### config.mk
export PLATFORM = sky130hd
export DESIGN_NAME = adc_dual_serial_rx
export DESIGN_NICKNAME = d
export VERILOG_FILES = /design/src/rtl/adc_dual_serial_rx_pkg.sv /design/src/rtl/adc_sck_tick.sv /design/src/rtl/adc_dual_serial_rx.sv
export SDC_FILE = /design/constraint.sdc
export NUM_CORES = 1
export LEC_CHECK = 0
export BUFFER_PORTS_ARGS = -buffer_cell sky130_fd_sc_hd__buf_2
export CAP_MARGIN = 40
export CORE_MARGIN = 2
export CORE_UTILIZATION = 35
export CTS_BUF_LIST = sky130_fd_sc_hd__clkbuf_16
export CTS_CLUSTER_SIZE = 20
export DETAILED_ROUTE_END_ITERATION = 10
export PLACE_DENSITY = 0.52
export SLEW_MARGIN = 20
export SYNTH_ARGS = -nofsm -noshare
export SYNTH_HDL_FRONTEND = slang
export SYNTH_HIERARCHICAL = 1
export SYNTH_SLANG_ARGS = --single-unit
### constraint.sdc
create_clock -name clk -period 2.6 [get_ports clk]
set_input_delay 0.52 -clock clk [delete_from_list [all_inputs] [get_ports clk]]
set_output_delay 0.52 -clock clk [all_outputs]
set_load 0.01 [all_outputs]
### src/rtl/adc_dual_serial_rx_pkg.sv
// Shared constants and state encoding for the dual-channel serial ADC reader.
// Latency: n/a (declarations only).
// Backpressure: n/a.
package adc_dual_serial_rx_pkg;

  // Sample width delivered by the converter on each data line.
  localparam int NBITS = 14;

  // Default timing: clk cycles per SCK half-period, and CS-high gap after DONE.
  localparam int CLK_DIV_DEF  = 4;
  localparam int CONV_GAP_DEF = 8;

  // Bit counter width and reload value (MSB index).
  localparam int BCW = $clog2(NBITS);
  localparam logic [BCW-1:0] BIT_MSB = BCW'(NBITS - 1);

  // Frame sequencer states.
  typedef enum logic [2:0] {
    ST_IDLE  = 3'd0,
    ST_SETUP = 3'd1,
    ST_SHIFT = 3'd2,
    ST_DONE  = 3'd3,
    ST_GAP   = 3'd4
  } state_e;

  // True while the converter is selected (CS low) and SCK is being generated.
  function automatic logic is_active(input state_e s);
    return (s == ST_SETUP) || (s == ST_SHIFT);
  endfunction

endpackage

### src/rtl/adc_sck_tick.sv
// SCK half-period timer: CLK_DIV down-counter with a tick on the last cycle of each half.
// Latency: tick is combinational from the counter; phase toggles on the edge after a tick.
// Backpressure: none; held in reload (phase high) whenever en_i is low.
module adc_sck_tick
  import adc_dual_serial_rx_pkg::*;
#(
  parameter int CLK_DIV = CLK_DIV_DEF
) (
  input  logic clk,
  input  logic rst,
  input  logic en_i,
  output logic tick_o,
  output logic phase_o
);

  localparam int CW = (CLK_DIV > 1) ? $clog2(CLK_DIV) : 1;
  localparam logic [CW-1:0] RELOAD = CW'(CLK_DIV - 1);

  logic [CW-1:0] cnt_q;
  logic          phase_q;

  // Count down each half-period; reload and flip the phase when it expires.
  always_ff @(posedge clk or posedge rst) begin
    if (rst) begin
      cnt_q   <= RELOAD;
      phase_q <= 1'b1;
    end else if (!en_i) begin
      cnt_q   <= RELOAD;
      phase_q <= 1'b1;
    end else if (cnt_q == '0) begin
      cnt_q   <= RELOAD;
      phase_q <= ~phase_q;
    end else begin
      cnt_q   <= cnt_q - 1'b1;
    end
  end

  assign tick_o  = en_i && (cnt_q == '0);
  assign phase_o = phase_q;

endmodule

### src/rtl/adc_dual_serial_rx.sv
// Dual-channel serial ADC reader: drives CS/SCK/RD_DONE, deserialises DOUTA/DOUTB to 14-bit words.
// Latency: samples valid one cycle after the last SCK high half ends (CS rises with sample_valid).
// Backpressure: none; sample_valid is a single-cycle strobe, words hold until the next frame.
module adc_dual_serial_rx
  import adc_dual_serial_rx_pkg::*;
#(
  parameter int CLK_DIV  = CLK_DIV_DEF,
  parameter int CONV_GAP = CONV_GAP_DEF
) (
  input  logic             clk,
  input  logic             rst,
  input  logic             en,
  input  logic             DOUTA,
  input  logic             DOUTB,
  output logic             CS,
  output logic             SCK,
  output logic             RD_DONE,
  output logic [NBITS-1:0] sample_a,
  output logic [NBITS-1:0] sample_b,
  output logic             sample_valid
);

  localparam int GW = (CONV_GAP > 1) ? $clog2(CONV_GAP) : 1;
  localparam logic [GW-1:0] GAP_RELOAD = GW'(CONV_GAP - 1);

  state_e state_q, state_d;

  logic [BCW-1:0]   bitcnt_q, bitcnt_d;
  logic             last_q, last_d;
  logic [NBITS-1:0] shift_a_q, shift_a_d;
  logic [NBITS-1:0] shift_b_q, shift_b_d;
  logic [GW-1:0]    gap_q, gap_d;

  logic             cs_q, cs_d;
  logic             sck_q, sck_d;
  logic             rd_done_q, rd_done_d;
  logic [NBITS-1:0] sample_a_q, sample_a_d;
  logic [NBITS-1:0] sample_b_q, sample_b_d;
  logic             valid_q, valid_d;

  logic tick;
  logic phase;
  logic capture;
  logic hi_end;

  adc_sck_tick #(
    .CLK_DIV (CLK_DIV)
  ) u_sck_tick (
    .clk     (clk),
    .rst     (rst),
    .en_i    (is_active(state_q)),
    .tick_o  (tick),
    .phase_o (phase)
  );

  // End of a low half in SHIFT is the SCK rising edge: data has settled for CLK_DIV cycles.
  assign capture = (state_q == ST_SHIFT) && tick && !phase;
  assign hi_end  = (state_q == ST_SHIFT) && tick &&  phase;

  // State register.
  always_ff @(posedge clk or posedge rst) begin
    if (rst) begin
      state_q <= ST_IDLE;
    end else begin
      state_q <= state_d;
    end
  end

  // Next-state logic; en only matters in IDLE and at the end of GAP, so frames never abort.
  always_comb begin
    state_d = state_q;
    unique case (state_q)
      ST_IDLE:  if (en) state_d = ST_SETUP;
      ST_SETUP: if (tick) state_d = ST_SHIFT;
      ST_SHIFT: if (hi_end && last_q) state_d = ST_DONE;
      ST_DONE:  state_d = ST_GAP;
      ST_GAP:   if (gap_q == '0) state_d = en ? ST_SETUP : ST_IDLE;
      default:  state_d = ST_IDLE;
    endcase
  end

  // Datapath next-state: shift registers, bit counter and gap timer.
  always_comb begin
    bitcnt_d  = bitcnt_q;
    last_d    = last_q;
    shift_a_d = shift_a_q;
    shift_b_d = shift_b_q;
    gap_d     = gap_q;

    if (capture) begin
      shift_a_d = {shift_a_q[NBITS-2:0], DOUTA};
      shift_b_d = {shift_b_q[NBITS-2:0], DOUTB};
      // Counter sits at 0 for the final bit; last_q marks that all bits are in.
      if (bitcnt_q == '0) begin
        last_d = 1'b1;
      end else begin
        bitcnt_d = bitcnt_q - 1'b1;
      end
    end

    if (state_q == ST_DONE) begin
      bitcnt_d = BIT_MSB;
      last_d   = 1'b0;
      gap_d    = GAP_RELOAD;
    end else if ((state_q == ST_GAP) && (gap_q != '0)) begin
      gap_d = gap_q - 1'b1;
    end
  end

  // Datapath registers.
  always_ff @(posedge clk or posedge rst) begin
    if (rst) begin
      bitcnt_q  <= BIT_MSB;
      last_q    <= 1'b0;
      shift_a_q <= '0;
      shift_b_q <= '0;
      gap_q     <= '0;
    end else begin
      bitcnt_q  <= bitcnt_d;
      last_q    <= last_d;
      shift_a_q <= shift_a_d;
      shift_b_q <= shift_b_d;
      gap_q     <= gap_d;
    end
  end

  // Output decode from the next state so every pin is a flop aligned with the state it reflects.
  always_comb begin
    cs_d       = !is_active(state_d);
    // In SHIFT the pin follows the phase the timer will hold next cycle.
    sck_d      = (state_d == ST_SHIFT) ? (tick ? ~phase : phase) : 1'b1;
    rd_done_d  = rd_done_q;
    sample_a_d = sample_a_q;
    sample_b_d = sample_b_q;
    valid_d    = 1'b0;

    if (state_d == ST_DONE) begin
      rd_done_d  = 1'b1;
      valid_d    = 1'b1;
      sample_a_d = shift_a_q;
      sample_b_d = shift_b_q;
    end else if (state_d == ST_SETUP) begin
      // RD_DONE stays up through GAP/IDLE and drops when CS falls.
      rd_done_d = 1'b0;
    end
  end

  // Output registers.
  always_ff @(posedge clk or posedge rst) begin
    if (rst) begin
      cs_q       <= 1'b1;
      sck_q      <= 1'b1;
      rd_done_q  <= 1'b0;
      sample_a_q <= '0;
      sample_b_q <= '0;
      valid_q    <= 1'b0;
    end else begin
      cs_q       <= cs_d;
      sck_q      <= sck_d;
      rd_done_q  <= rd_done_d;
      sample_a_q <= sample_a_d;
      sample_b_q <= sample_b_d;
      valid_q    <= valid_d;
    end
  end

  assign CS           = cs_q;
  assign SCK          = sck_q;
  assign RD_DONE      = rd_done_q;
  assign sample_a     = sample_a_q;
  assign sample_b     = sample_b_q;
  assign sample_valid = valid_q;

endmodule

Word level (Yosys, flattened, before mapping)

Index checks and enable logic that the tools add are counted.

Bits in registers: 74
Bits of input ports: 5
Output and inout port bits: 32
Logic and storage cells: 71

Add/subtract/negate cells: 3
Equal/unequal tests: 9
Muxes and demuxes: 23
Bitwise gates (word level): 1
Reductions and logical operators: 21

Operator list:

| operator                                                                | count |
|---|---|
| 3-bit 2-to-1 mux                                                        | 6 |
| 3-bit one-hot mux with 5 select lines                                   | 1 |
| 3-bit by 2-bit equality test with 1-bit output, second input constant   | 4 |
| 4-bit 2-to-1 mux                                                        | 3 |
| 1-bit 2-to-1 mux                                                        | 11 |
| 2-bit nonzero test                                                      | 4 |
| 3-bit by 1-bit equality test with 1-bit output, second input constant   | 2 |
| 1-bit logical AND                                                       | 6 |
| 3-bit zero test                                                         | 2 |
| 4-bit zero test                                                         | 1 |
| 2-bit 2-to-1 mux                                                        | 2 |
| 2-bit AND reduction                                                     | 2 |
| 4-bit by 1-bit subtractor with 4-bit output, second input constant      | 1 |
| 3-bit equality test, second input constant                              | 1 |
| 3-bit nonzero test                                                      | 1 |
| 3-bit by 1-bit subtractor with 3-bit output, second input constant      | 1 |
| 1-bit zero test                                                         | 2 |
| 2-bit zero test                                                         | 1 |
| 1-bit logical OR                                                        | 2 |
| 2-bit by 1-bit inequality test with 1-bit output, second input constant | 1 |
| 2-bit inequality test, second input constant                            | 1 |
| 2-bit by 1-bit subtractor with 2-bit output, second input constant      | 1 |
| 1-bit NOT                                                               | 1 |

Longest topological paths before layout

Depth after elaboration: 11
Gate-level depth with buffers: 9
Gate-level depth less buffers: 6

By module

The synthesis kept the hierarchy.

Modules (own cells, without submodules):

| module             | instances | cells an instance | area each (sq um) | sequential area each (sq um) |
|---|---|---|---|---|
| adc_dual_serial_rx | 1         | 200               | 3016.6            | 1783.0 |
| adc_sck_tick       | 1         | 12                | 130.1             | 78.8 |

Worst setup path after synthesis

No wires, ideal clock.

Path kind: register to register
From: register state_q[1]
To: register sample_a_q[0] (netlist: sample_a[0])
Setup time: 0.127 ns
Arrival time: 2.129 ns
Required time: 2.473 ns
Setup slack: 0.343 ns
Stages on the path, launching flop included: 9
Path buffers: 2
Clock period less this slack: 2.257 ns
Cell sequence: dfrtp_1 -> clkbuf_1 -> nand2b_1 -> a21oi_1 -> and2_2 -> and4bb_1 -> and3_1 -> buf_6 -> mux2_1

Word-level cells in the longest chain between the ends: 9
Elaborated cells on any way between the ends: 16
Those cells by class: eq/ne: 5; mux: 5; reduce/logical: 6

RTL lines:

| what                                                                                                             | RTL line                     | RTL |
|---|---|---|
| start: declaration                                                                                               | adc_dual_serial_rx.sv:26     | `state_e state_q, state_d;` |
| start signal: assignment                                                                                         | adc_dual_serial_rx.sv:65     | `state_q <= state_d;` |
| 3-bit by 1-bit equality test with 1-bit output or 3-bit by 2-bit equality test with 1-bit output (tied branches) | adc_dual_serial_rx_pkg.sv:28 | `return (s == ST_SETUP) \|\| (s == ST_SHIFT);` |
| 1-bit logical OR *                                                                                               | adc_dual_serial_rx_pkg.sv:28 |  |
| 1-bit logical AND *                                                                                              | adc_sck_tick.sv:38           | `assign tick_o = en_i && (cnt_q == '0);` |
| via tick                                                                                                         | adc_dual_serial_rx.sv:41     | `logic tick;` |
| 1-bit logical AND (2 in a row)                                                                                   | adc_dual_serial_rx.sv:58     | `assign hi_end = (state_q == ST_SHIFT) && tick && phase;` |
| 1-bit logical AND                                                                                                | adc_dual_serial_rx.sv:75     | `ST_SHIFT: if (hi_end && last_q) state_d = ST_DONE;` |
| 3-bit 2-to-1 mux                                                                                                 | adc_dual_serial_rx.sv:75     |  |
| 3-bit one-hot mux with 5 select lines *                                                                          | adc_dual_serial_rx.sv:72     | `unique case (state_q)` |
| 3-bit by 2-bit equality test with 1-bit output *                                                                 | adc_dual_serial_rx.sv:137    | `if (state_d == ST_DONE) begin` |
| end signal: assignment                                                                                           | adc_dual_serial_rx.sv:161    | `sample_a_q <= sample_a_d;` |
| end: declaration                                                                                                 | adc_dual_serial_rx.sv:37     | `logic [NBITS-1:0] sample_a_q, sample_a_d;` |

The timed path passes the listed nets; every way through them passes the cells marked *.
A chain may end at the register's enable or synchronous reset.

Final worst setup path

From: register state_q[0]
To: register sample_b_q[9] (netlist: sample_b[9])

Word-level cells in the longest chain between the ends: 9
Elaborated cells on any way between the ends: 16
Those cells by class: eq/ne: 5; mux: 5; reduce/logical: 6

RTL lines:

| what                                                                                                             | RTL line                     | RTL |
|---|---|---|
| 3-bit by 1-bit equality test with 1-bit output or 3-bit by 2-bit equality test with 1-bit output (tied branches) | adc_dual_serial_rx_pkg.sv:28 |  |
| 1-bit logical OR *                                                                                               | adc_dual_serial_rx_pkg.sv:28 |  |
| 1-bit logical AND *                                                                                              | adc_sck_tick.sv:38           |  |
| via tick                                                                                                         | adc_dual_serial_rx.sv:41     |  |
| 1-bit logical AND (2 in a row)                                                                                   | adc_dual_serial_rx.sv:58     |  |
| 1-bit logical AND                                                                                                | adc_dual_serial_rx.sv:75     |  |
| 3-bit 2-to-1 mux                                                                                                 | adc_dual_serial_rx.sv:75     |  |
| 3-bit one-hot mux with 5 select lines *                                                                          | adc_dual_serial_rx.sv:72     |  |
| 3-bit by 2-bit equality test with 1-bit output *                                                                 | adc_dual_serial_rx.sv:137    |  |
| end signal: assignment                                                                                           | adc_dual_serial_rx.sv:162    | `sample_b_q <= sample_b_d;` |
| end: declaration                                                                                                 | adc_dual_serial_rx.sv:38     | `logic [NBITS-1:0] sample_b_q, sample_b_d;` |

Marked as above.

==> summary by stage <==
Status
The flow ran to the end, and the final reports show no timing, DRC or antenna violations.

Power
The peak supply drop is 0.000551 V. Summed over all cells, the static leakage comes to 2.00 nW. The power per cell area is 809 nW/µm².

Power comes to 3.05 mW.

GRT
The met1 capacity usage during global routing is 16.0%. The total overflow left after global routing is 0. The met3 demand-to-capacity share in global routing is 3.90%. The global routing's busiest layer is met2. The met2 track utilization from global routing is 18.9%. For this run, the total global-route usage over all layers was measured as 12.3%. Entering global routing, the biggest net connects 34 pins. The first global-routing pass estimated 9290 µm of wire.

The number of global-route vias before repair is 1829. The initial antenna violation count was 0.

Clock tree
The CTS tree is yes. Post-CTS repair changed the size of 0 cells. The number of setup buffers added after CTS is 0. Clock-pin slew was measured on the worst setup and hold paths at 60 ps. The deepest clock path buffer count is 2. The maximum level of the CTS H-tree is 3. Clock tree synthesis inserted a total of 9 buffers. The cell at the root of the clock tree is clkbuf_16.

The total of hold buffers inserted after clock tree synthesis is 0. The source-to-sink clock delay at the later pin of the worst-skew pair is 330 ps. The clock sink count is 74.

STA
The hold violation count in the final report is 0. The smallest clock period supported by the final layout is computed as 2310 ps. In this run the tightest slew margin relative to its limit is 67.7%. Setup repair after global routing left no endpoint under its margin. The setup slack of the critical path after layout is 295 ps. Hold timing on the final database bottoms out at a slack of 214 ps. Timing would allow up to 0.434 GHz.

After layout, the worst path uses 88.7% of the clock period. The maximum clock skew at final layout is 5.57 ps. The number of pins with negative max-slew slack in the final report was 0. The number of endpoints failing setup at the final stage is 0.

The slew at the pin closest to its max-slew limit is 484 ps. Summed over all failing endpoints, the final setup total negative slack is 0 ps.

Worst setup path
The worst flop-to-flop path startpoint is state_q[0]$_DFF_PP0_. The largest driver fanout on the critical path is 28. Across all register-to-register paths, the minimum setup slack is 290 ps. The worst register-to-register path ends at sample_b[9]$_DFFE_PP0N_.

The critical path buffer and inverter count is 1. The endpoint type of the worst setup path is a flop. The setup path with the least slack is of type flop to flop. In this design, the largest share of critical-path delay is due to simple AND/OR/NAND/NOR gates.

The data required time of the critical path is 2810 ps. The arrival time of data at the critical path endpoint is 2520 ps. Traced cell by cell, the critical path runs through nand2b_1 -> a21oi_1 -> and2_2 -> and4bb_1 -> and3_1 -> buf_12 -> mux2_1. The worst setup path is launched from a flop. The cell with the largest stage delay on the worst path is dfrtp_1.

The number of gates on the worst path with buffers counted is 7. The maximum single-stage delay on the critical path is 470 ps. The worst reg-to-reg path cell count is 7.

Layout
The sequential cells in the finished layout cover a total of 1860 µm². The final instance count without filler cells is 371. The total area of multi-input combinational cells is 1160 µm².

Summing all non-filler instances in the final layout gives an area of 3770 µm². The total number of nets in the final design is 267. Compared with the post-synthesis result, the final layout area differs by 19.8%. The ratio of cells with drive above 1 in the final layout is 35.0%.

The number of antenna diodes in the final layout is 0. The filler cell count in the final layout is 803. Once layout is complete, the utilization of the core stands at 43.2%.

Hold path
The classification of the worst-slack hold path is primary input to async pin.

Synthesis
Counting every instance in the synthesized netlist gives 212. In this run the cell area of the synthesized design comes to 3150 µm². Sequential elements use 59.2% of the synthesized area.

The Yosys step of the flow raised 6 warnings. The post-synthesis register bit count is 74. The average instance in the mapped netlist occupies 14.8 µm². The net count after synthesis is 221. The most instantiated flip-flop cell in the synthesis netlist is dfrtp_1.

Counting flops with a built-in enable in the synthesized netlist gives 0. Of all flip-flops after synthesis, the portion carrying an async set or reset was 100%. The number of library cell types mapped by synthesis is 40.

Floorplan
The die is 98.8 µm tall. Row generation in the floorplan step produced 34 rows. The core area is 8720 µm². The die outline width is 98.8 µm. The die covers 9770 µm². In this run the count of I/O pins placed on the die edge is 37.

The starting density of the core is 36.1%.

Flow run
The reported max-cap violation count is 0.

Drt
The post-detailed-route via-to-cell ratio is 4.78. The detail route stage leaves a number of antenna-violating nets equal to 0. The first-pass detailed-route iteration total is 4. For this run, design rule violations remaining after detail routing come to 0. After the first detailed-routing iteration, the DRC count stood at 37. The detailed router placed 1773 vias in this run. The average wire per cell in the routed design is 14.3 µm. The final wirelength is 5310 µm.

Placement
The cell area reported after detailed placement is 3470 µm². The congestion estimate from routability-driven global placement came to 0.736. The cell count after placement is 355.

Input and output buffers added on the ports amount to 36. Timing analysis after detailed placement gives a worst setup slack of 294 ps. The half-perimeter wire length after detailed placement is 3600 µm.
==> per-layer routing <==
layer | vias up | part of all wire, %
li1 | 853 | -
met2 | 30 | 46
met4 | 0 | 1.5
met5 | - | 0
met3 | 7 | 4.0
met1 | 883 | 48
==> cells in the mapped netlist, types with 4 or more instances <==
cell type	n	area (µm²)
o211ai_1	5	37.5
ha_1	4	50.1
o21ai_0	6	30.0
nand2b_1	4	25.0
nand3b_1	4	30.0
mux2_4	19	285
buf_6	6	67.6
inv_1	9	33.8
nand2_1	6	22.5
dfstp_2	8	210
dfrtp_1	66	1650
mux2_1	37	417
==> cell families (layout without fill, tap and decap cells) <==
family                     after synthesis  in the layout  share of synthesized area, %
AOI/OAI and AO/OA                       21             21                          4.45
DFF                                     74             74                          59.2
buffers and inverters                   19             70                          3.90
xor gates and xnor gates                 2              2                         0.557
muxes                                   59             59                          23.3
adders and majority gates                4              4                          1.59
and+or+nand+nor                         33             33                          7.08
==> final cells by class <==
type | count | area share, %
clock inverters | 7 | 2.06
multi-input cells | 119 | 30.8
inverters | 9 | 0.896
well taps | 108 | 3.59
flip-flops and latches | 74 | 49.4
repair buffers | 45 | 7.24
clock buffers | 9 | 5.98
==> layout by cell type, fill, tap and decap left out, drive strengths merged, types with 3 or more instances in the layout <==
cell and instances:
inv 11, nand2b 4, mux2 56, nand2 6, clkbuf 9, a21oi 3
o211ai 5, o21ai 6, ha 4, buf 45, mux2i 3, dfstp 8
dfrtp 66, nand3b 4
==> worst register-to-register path, stage by stage (launching register included) <==
cell	delay (ps)
dfrtp_1	470
nand2b_1	200
a21oi_1	160
and2_2	240
and4bb_1	240
and3_1	280
buf_12	230
mux2_1	360
==> report_power, final <==
part           leakage, nW  switching [mW]  internal [mW]
Combinational        0.865           0.233          0.213
Sequential           0.991          0.0839           1.27
Clock                0.142           0.493          0.751
==> sequential cells by signal, indices dropped and copies added (netlist names), 2 cells and up <==
name / count
shift_b_q: 14
shift_a_q: 14
state_q: 3
u_sck_tick/cnt_q: 2
sample_a: 14
gap_q: 3
sample_b: 14
bitcnt_q: 4
==> worst max-delay path by stage <==
stage,from,endpoint,slack [ps]
finish,state_q[0]$_DFF_PP0_,sample_b[9]$_DFFE_PP0N_,290
global route,state_q[0]$_DFF_PP0_,sample_b[9]$_DFFE_PP0N_,80
CTS,state_q[0]$_DFF_PP0_,sample_b[9]$_DFFE_PP0N_,270
detailed placement,state_q[0]$_DFF_PP0_,sample_b[9]$_DFFE_PP0N_,290
global placement,state_q[0]$_DFF_PP0_,sample_a[10]$_DFFE_PP0N_,380
floorplan,rst,RD_DONE$_DFFE_PP0P_,290
(Power assumes the default switching activity.)
